### config.mk
export PLATFORM = sky130hd
export DESIGN_NAME = logic_lut_unit
export DESIGN_NICKNAME = d
export VERILOG_FILES = /design/src/rtl/logic_lut_unit.sv
export SDC_FILE = /design/constraint.sdc
export NUM_CORES = 1
export LEC_CHECK = 0
export CAP_MARGIN = 10
export CORE_AREA = 2 2 95 70
export DETAILED_ROUTE_END_ITERATION = 8
export DIE_AREA = 0 0 97 72
export PLACE_DENSITY = 0.62
export SLEW_MARGIN = 20
export SYNTH_ARGS = -nofsm -noshare
export SYNTH_HDL_FRONTEND = slang
export SYNTH_SLANG_ARGS = --single-unit
### constraint.sdc
create_clock -name clk -period 1.8 [get_ports clk]
set_input_delay 0.36 -clock clk [delete_from_list [all_inputs] [get_ports clk]]
set_output_delay 0.36 -clock clk [all_outputs]
set_load 0.02 [all_outputs]
### src/rtl/logic_lut_unit.sv
// Multi-channel programmable truth-table unit: registered valid/ready datapath,
// with per-channel tables reloaded through a serial config port that commits atomically.
module logic_lut_unit #(
    parameter int N_IN = 3,
    parameter int N_CH = 4,
    parameter logic [(2**N_IN)-1:0] RESET_TT = 8'hF5,
    localparam int CW = (N_CH > 1) ? $clog2(N_CH) : 1
) (
    input  logic                   clk,
    input  logic                   rst,
    input  logic                   in_valid,
    output logic                   in_ready,
    input  logic [N_CH*N_IN-1:0]   in_data,
    output logic                   out_valid,
    input  logic                   out_ready,
    output logic [N_CH-1:0]        out_data,
    input  logic                   cfg_start,
    input  logic [CW-1:0]          cfg_ch,
    input  logic                   cfg_valid,
    input  logic                   cfg_bit,
    output logic                   cfg_busy,
    output logic                   cfg_done
);

    localparam int TW   = 2**N_IN;
    localparam int CNTW = $clog2(TW) + 1;

    // Valid/ready: a transfer happens on a rising edge where valid and ready are
    // both high; valid and its data stay stable until that transfer completes.

    typedef enum logic [1:0] {
        S_IDLE   = 2'd0,
        S_SHIFT  = 2'd1,
        S_COMMIT = 2'd2
    } cfg_state_t;

    cfg_state_t      state_q, state_nxt;
    logic [CW-1:0]   ch_q, ch_nxt;
    logic [CNTW-1:0] cnt_q, cnt_nxt;
    logic [TW-1:0]   shadow_q, shadow_nxt;
    logic            done_q;

    logic [TW-1:0]   tbl_q [N_CH];
    logic [N_CH-1:0] lut_out;
    logic            accept;

    // ------------------------------------------------------------------
    // Config FSM
    // ------------------------------------------------------------------
    always_ff @(posedge clk or posedge rst) begin
        if (rst) begin
            state_q  <= S_IDLE;
            ch_q     <= '0;
            cnt_q    <= '0;
            shadow_q <= '0;
            done_q   <= 1'b0;
        end else begin
            state_q  <= state_nxt;
            ch_q     <= ch_nxt;
            cnt_q    <= cnt_nxt;
            shadow_q <= shadow_nxt;
            done_q   <= (state_q == S_COMMIT);
        end
    end

    always_comb begin
        state_nxt  = state_q;
        ch_nxt     = ch_q;
        cnt_nxt    = cnt_q;
        shadow_nxt = shadow_q;
        case (state_q)
            S_IDLE: begin
                // A start arriving in the cfg_done cycle is dropped on purpose.
                if (cfg_start && !done_q) begin
                    state_nxt  = S_SHIFT;
                    ch_nxt     = cfg_ch;
                    cnt_nxt    = '0;
                    shadow_nxt = '0;
                end
            end
            S_SHIFT: begin
                if (cfg_start) begin
                    ch_nxt     = cfg_ch;
                    cnt_nxt    = '0;
                    shadow_nxt = '0;
                end else if (cfg_valid) begin
                    shadow_nxt = {shadow_q[TW-2:0], cfg_bit};
                    cnt_nxt    = cnt_q + 1'b1;
                    if (cnt_q == CNTW'(TW - 1)) begin
                        state_nxt = S_COMMIT;
                    end
                end
            end
            S_COMMIT: begin
                state_nxt = S_IDLE;
            end
            default: begin
                state_nxt = S_IDLE;
            end
        endcase
    end

    assign cfg_busy = (state_q != S_IDLE);
    assign cfg_done = done_q;

    // ------------------------------------------------------------------
    // Truth tables; an out-of-range channel simply matches no entry.
    // ------------------------------------------------------------------
    always_ff @(posedge clk or posedge rst) begin
        if (rst) begin
            for (int k = 0; k < N_CH; k++) begin
                tbl_q[k] <= RESET_TT;
            end
        end else if (state_q == S_COMMIT) begin
            for (int k = 0; k < N_CH; k++) begin
                if (ch_q == CW'(k)) begin
                    tbl_q[k] <= shadow_q;
                end
            end
        end
    end

    // ------------------------------------------------------------------
    // Datapath
    // ------------------------------------------------------------------
    always_comb begin
        lut_out = '0;
        for (int k = 0; k < N_CH; k++) begin
            lut_out[k] = tbl_q[k][in_data[k*N_IN +: N_IN]];
        end
    end

    // Blocking input during COMMIT keeps every sample on a whole table.
    assign in_ready = (!out_valid || out_ready) && (state_q != S_COMMIT);
    assign accept   = in_valid && in_ready;

    always_ff @(posedge clk or posedge rst) begin
        if (rst) begin
            out_valid <= 1'b0;
            out_data  <= '0;
        end else if (accept) begin
            out_valid <= 1'b1;
            out_data  <= lut_out;
        end else if (out_ready) begin
            out_valid <= 1'b0;
        end
    end

endmodule

==> results.json, run 1 <==
{
  "status": "completed",
  "placementRows": 24,
  "drtAntennaViolNets": 0,
  "synthAdderAreaFrac": 0.00507,
  "area_growth_pct": 21.2,
  "drt_iter0_drc": 52,
  "crit_path_top_delay_cell": "clkdlybuf4s50_1",
  "yosysTopAreaCell": "dfrtp_1",
  "r2r_slack_ns": 0.15,
  "fillers": 527,
  "grt_setup_unrepaired": "no",
  "crit_arrival_ns": 1.38,
  "crit_type": "input pin to output pin",
  "grt_pass1_wl_mm": 7.70,
  "viasPerCell": 5.06,
  "synthArstFlopShare": 1.00,
  "ir_worst_vdd_uv": 354,
  "track_usage": 0.139,
  "synth_fp_nets": 192,
  "ys_seq_elements": 54,
  "drtPass1Iterations": 4,
  "grt-ovfl-total": 0,
  "synth_compound_gate_area_share": 0.0573,
  "synth-edff-count": 0,
  "drv_cap": 0,
  "synth-simple-area-share": 0.0726,
  "finalHoldViolCount": 0,
  "initial_core_util": 0.409,
  "dp_hpwl_mm": 3.38,
  "drive_above_1_share": 0.414,
  "r2r-end": "tbl_q[19]",
  "hold_class": "input pin to async pin",
  "cts_made_buffers": 5,
  "yosys.cell_types.count": 32,
  "netlist_instances": 170,
  "p_leak_nw": 1.31,
  "io_buffers": 28,
  "cp_cell_sequence": "clkdlybuf4s50_1 -> nand2b_1 -> and2_1 -> dlygate4sd2_1",
  "utilization": 0.495,
  "synth_xor_area_frac": 0,
  "cp-end-kind": "output pin",
  "cts_root_buffer": "clkbuf_8",
  "gp_congestion": 0.750,
  "antenna_found_initial": 0,
  "finClkSkew_ns": 0.0102,
  "final-setup-viol-count": 0,
  "stdcell_count": 288,
  "clock.fmax_ghz": 0.576,
  "min_period_ns": 1.74,
  "critPathLaunchType": "input pin",
  "final_area_mm2": 0.00299,
  "cts.clk_slew.worst_paths_ns": 0.10,
  "dr_total_vias": 1457,
  "die_h_um": 72,
  "place_area_mm2": 0.00290,
  "wl_mm": 4.52,
  "die-area_mm2": 0.00698,
  "slew_viol_final": 0,
  "rr_worst_depth": 4,
  "synth_mux_area_frac": 0.282,
  "tightestPinTransition_ns": 0.475,
  "synthTopCellsByCount": "mux2_2, dfrtp_1, dfstp_2",
  "r2r-start": "state_q[0]",
  "n_antenna_cell": 0,
  "powerDensity_mw_per_mm2": 698,
  "period_share": 0.965,
  "avgSynthCellArea_um2": 14.5,
  "grt_start_max_net_pins": 35,
  "synth_top_cell_area_share": 0.304,
  "dpl.cell_count": 280,
  "synthTopCellsByArea": "dfrtp_1, dfstp_2, mux2_2",
  "ys.flop_type": "dfrtp_1",
  "die_w_um": 97,
  "cts_tree": "yes",
  "whs_ns": 0.393,
  "max_stage_delay_ns": 0.40,
  "core_mm2": 0.00604,
  "clkLatencyLatePin_ns": 0.30,
  "clk_path_buf_depth": 2,
  "synth_top_family_by_area": "multiplexers",
  "grt_pass1_vias": 1569,
  "yosysWarnings": 0,
  "drc": 0,
  "pin_count": 29,
  "yosysMostFrequentCell": "mux2_2",
  "path_max_fanout": 2,
  "cts_max_level": 2,
  "netlist_area_mm2": 0.00247,
  "crit_required_ns": 1.44,
  "synth-seq-area-share": 0.560,
  "avgRoutedWirePerCell_um": 15.7,
  "max_slew_margin": 0.683,
  "cts.sinks": 54,
  "nets": 231
}
[flip-flops by register name, summed over array words and instances (netlist names)]
register   cells
state_q        2
shadow_q       8
cfg_done       1
ch_q           2
tbl_q         32
out_valid      1
cnt_q          4
out_data       4
[cells by family (layout without fill, tap and decap cells)]
family / after synthesis / after routing
AO/OA/AOI/OAI: 18 / 18
adder cells (fa/ha/maj): 1 / 1
buffers and inverters: 15 / 55
flip-flops: 54 / 54
multiplexers: 60 / 60
AND/OR/NAND/NOR: 22 / 22
[layer usage]
| metal | wire, um | GRT usage | vias to the layer above |
|---|---|---|---|
| li1 | - | - | 696 |
| met1 | 2200 | 0.196 | 734 |
| met2 | 2130 | 0.223 | 23 |
| met3 | 172 | 0.0347 | 4 |
| met4 | 27 | 0.0282 | 0 |
| met5 | 0 | 0 | - |
[metrics by stage]
stage          setup TNS [ns]  total power, mW  setup slack, ns
4_1_cts                     0             2.11           0.0470
5_1_grt                     0             2.19         0.000784
3_3_place_gp           -0.231             1.42           -0.223
3_5_place_dp           -0.624             1.43           -0.206
2_1_floorplan               0             1.34            0.165
6_report                    0             2.09           0.0625
[worst max path at each step]
stage | from | endpoint | slack [ns] | cells past startpoint
CTS | out_ready | in_ready | 0.05 | 4
detailed placement | out_ready | in_ready | -0.21 | 4
floorplan | rst | cfg_done | 0.17 | 1
global route | out_ready | in_ready | 0.0008 | 4
finish | out_ready | in_ready | 0.06 | 4
global placement | out_ready | in_ready | -0.22 | 4
[layout make-up]
cell class                      count  area [um^2]  area share
Clock buffer                        5         68.8      0.0230
Clock inverter                      3         23.8     0.00795
Inverter                            8         30.0      0.0100
Multi-Input combinational cell    101         1030       0.344
Sequential cell                    54         1380       0.462
Tap cell                           78         97.6      0.0326
Timing Repair Buffer               39          360       0.121
[power by group]
group          total [mW]  switching, mW  internal [mW]
logic               0.155         0.0682         0.0867
registers            1.25         0.0191           1.23
clock network       0.685          0.406          0.279
[critical path, delay by kind of cell]
kind	cells	cell delay, ns
AND/OR/NAND/NOR	2	0.31
buffers and inverters	2	0.71
[placed cells by master, fill, tap and decap left out, drive strengths merged, types with 2 or more instances in the layout]
| master | instances |
|---|---|
| mux2 | 35 |
| dfrtp | 30 |
| clkdlybuf4s50 | 26 |
| dfstp | 24 |
| mux2i | 21 |
| buf | 11 |
| a22o | 9 |
| inv | 9 |
| nand2b | 5 |
| clkbuf | 5 |
| mux4 | 4 |
| o21ai | 3 |
| nor3b | 3 |
| nor2 | 3 |
| nor2b | 2 |
| a211oi | 2 |
| clkinvlp | 2 |
| dlygate4sd2 | 2 |
| nand3 | 2 |
[repair_timing]
item | CTS | global route
setup endpoints to repair | 2 | 1
buffers inserted | 0 | 0
pin swaps | 0 | 1
resized for setup | 2 | 0
hold buffers | 0 | 0
Note: power is estimated with default switching activity, not from simulation.
==> run 2, diff against run 1 <==
--- a/config.mk
+++ b/config.mk
@@ -6,10 +6,10 @@
 export NUM_CORES = 1
 export LEC_CHECK = 0
 export CAP_MARGIN = 10
-export CORE_AREA = 2 2 95 70
+export CORE_AREA = 2 2 84 62
 export DETAILED_ROUTE_END_ITERATION = 8
-export DIE_AREA = 0 0 97 72
-export PLACE_DENSITY = 0.62
+export DIE_AREA = 0 0 86 64
+export PLACE_DENSITY = 0.77
 export SLEW_MARGIN = 20
 export SYNTH_ARGS = -nofsm -noshare
 export SYNTH_HDL_FRONTEND = slang
==> run 2 against run 1 <==
Effect of this change:
- die area fell by 21%
- combinational power barely moved
- power rose by 3.7%
- worst setup slack improved by 0.010 ns
==> results.json, run 2 (synthesis gave the netlist of run 1 again) <==
{
  "status": "completed",
  "r2r-start": "state_q[0]",
  "post_cts_buffers": 0,
  "ir_worst_vdd_uv": 327,
  "clock.fmax_ghz": 0.579,
  "final_common_cell": "mux2_2",
  "n_antenna_cell": 0,
  "p_leak_nw": 1.32,
  "die_h_um": 64,
  "final_area_mm2": 0.00298,
  "grt_pass1_wl_mm": 7.51,
  "rr_worst_depth": 4,
  "largest_register": "tbl_q",
  "worst_slack_ns": 0.0727,
  "track_usage": 0.180,
  "critPathLaunchType": "input pin",
  "tightestPinTransition_ns": 0.466,
  "min_period_ns": 1.73,
  "grt-ovfl-total": 0,
  "clkLatencyLatePin_ns": 0.30,
  "final-setup-viol-count": 0,
  "max_slew_margin": 0.689,
  "path_max_fanout": 2,
  "drv_cap": 0,
  "nets": 228,
  "path_delay_family": "buffers and inverters",
  "placementRows": 21,
  "cts_max_level": 2,
  "drive_above_1_share": 0.406,
  "initial_core_util": 0.530,
  "gp_congestion": 0.774,
  "reg_top3": "tbl_q: 32 flops, shadow_q: 8 flops",
  "antenna_found_initial": 0,
  "pin_count": 29,
  "wl_mm": 4.45,
  "cts_root_buffer": "clkbuf_8",
  "grt_util_met2": 0.285,
  "grt_pass1_vias": 1586,
  "grt_setup_unrepaired": "no",
  "cp_cell_sequence": "clkdlybuf4s50_1 -> nand2b_1 -> and2_1 -> dlygate4sd2_1",
  "hold_class": "input pin to async pin",
  "post-place-ws_ns": -0.199,
  "drc": 0,
  "cts.clk_slew.worst_paths_ns": 0.09,
  "clk_path_buf_depth": 2,
  "finalHoldViolCount": 0,
  "drtAntennaViolNets": 0,
  "path_depth": 4,
  "dr_total_vias": 1480,
  "io_buffers": 28,
  "final_cell_mix": "mux2_2, dfrtp_1, clkdlybuf4s50_1",
  "dp_hpwl_mm": 3.22,
  "cts_tree": "yes",
  "cts_resized": 2,
  "drt_iter0_drc": 57,
  "die_w_um": 86,
  "cp-end-kind": "output pin",
  "viasPerCell": 5.61,
  "max_stage_delay_ns": 0.39,
  "cts_hold_buf": 0,
  "crit_type": "input pin to output pin",
  "core_mm2": 0.00465,
  "finClkSkew_ns": 0.00513,
  "avgRoutedWirePerCell_um": 16.9,
  "largest_reg_flops": 32,
  "crit_arrival_ns": 1.37,
  "r2r-end": "tbl_q[19]",
  "period_share": 0.960,
  "crit_required_ns": 1.44,
  "met1_usage": 0.243,
  "place_area_mm2": 0.00288,
  "busiest_layer": "met2",
  "grt_start_max_net_pins": 55,
  "cts.sinks": 54,
  "cts_made_buffers": 5,
  "die-area_mm2": 0.00550,
  "powerDensity_mw_per_mm2": 725,
  "drtPass1Iterations": 4,
  "slew_viol_final": 0,
  "r2r_slack_ns": 0.11,
  "crit_buf_inv": 2,
  "use_met3": 0.0426,
  "area_growth_pct": 21.0,
  "crit_path_top_delay_cell": "clkdlybuf4s50_1"
}
run 2: cell count changes in the layout (fill, tap and decap cells not counted), sizes merged:
cell | before | now
inv | 9 | 8
clkbuf | 5 | 8
buf | 11 | 8
clkinvlp | 2 | 0
run 2: metrics by stage:
stage | instances | TNS [ns] | util | hold slack, ns | power [mW]
global placement | 256 | -0.185 | 0.618 | 0.458 | 1.42
detailed placement | 256 | -0.239 | 0.618 | 0.466 | 1.43
CTS | 264 | 0 | 0.641 | 0.412 | 2.19
floorplan | 170 | 0 | - | 0.444 | 1.34
global route | 264 | 0 | 0.641 | 0.435 | 2.27
finish | 264 | 0 | 0.641 | 0.389 | 2.16
run 2: layer usage:
layer	up-vias	routed length, um
li1	687	-
met1	759	2150
met2	27	2040
met3	7	184
met4	0	70
met5	-	0
run 2: worst register-to-register path, cell delays in order, from the launching register on:
cell and delay (ns):
dfrtp_1 0.39, nand2b_1 0.19, buf_4 0.18, nor3b_4 0.43, mux2_2 0.39
run 2: layout make-up:
| cell class | count | area (um^2) |
|---|---|---|
| timing repair buffer | 36 | 363 |
| inverter | 8 | 30.0 |
| clock buffer | 8 | 110 |
| multi-input combinational | 101 | 1030 |
| fill | 339 | 1670 |
| sequential | 54 | 1380 |
| tap | 57 | 71.3 |
run 2: report_power, final:
part           internal, mW  switching [mW]  leakage [nW]
clock network         0.389           0.370        0.0575
logic                0.0891          0.0686         0.611
registers              1.23          0.0190         0.652
run 2: worst max-delay path by stage:
stage,startpoint,to,slack [ns]
floorplan,rst,cfg_done,0.17
global placement,out_ready,in_ready,-0.18
detailed placement,out_ready,in_ready,-0.20
CTS,out_ready,in_ready,0.07
global route,state_q[0],tbl_q[19],0.02
finish,out_ready,in_ready,0.07
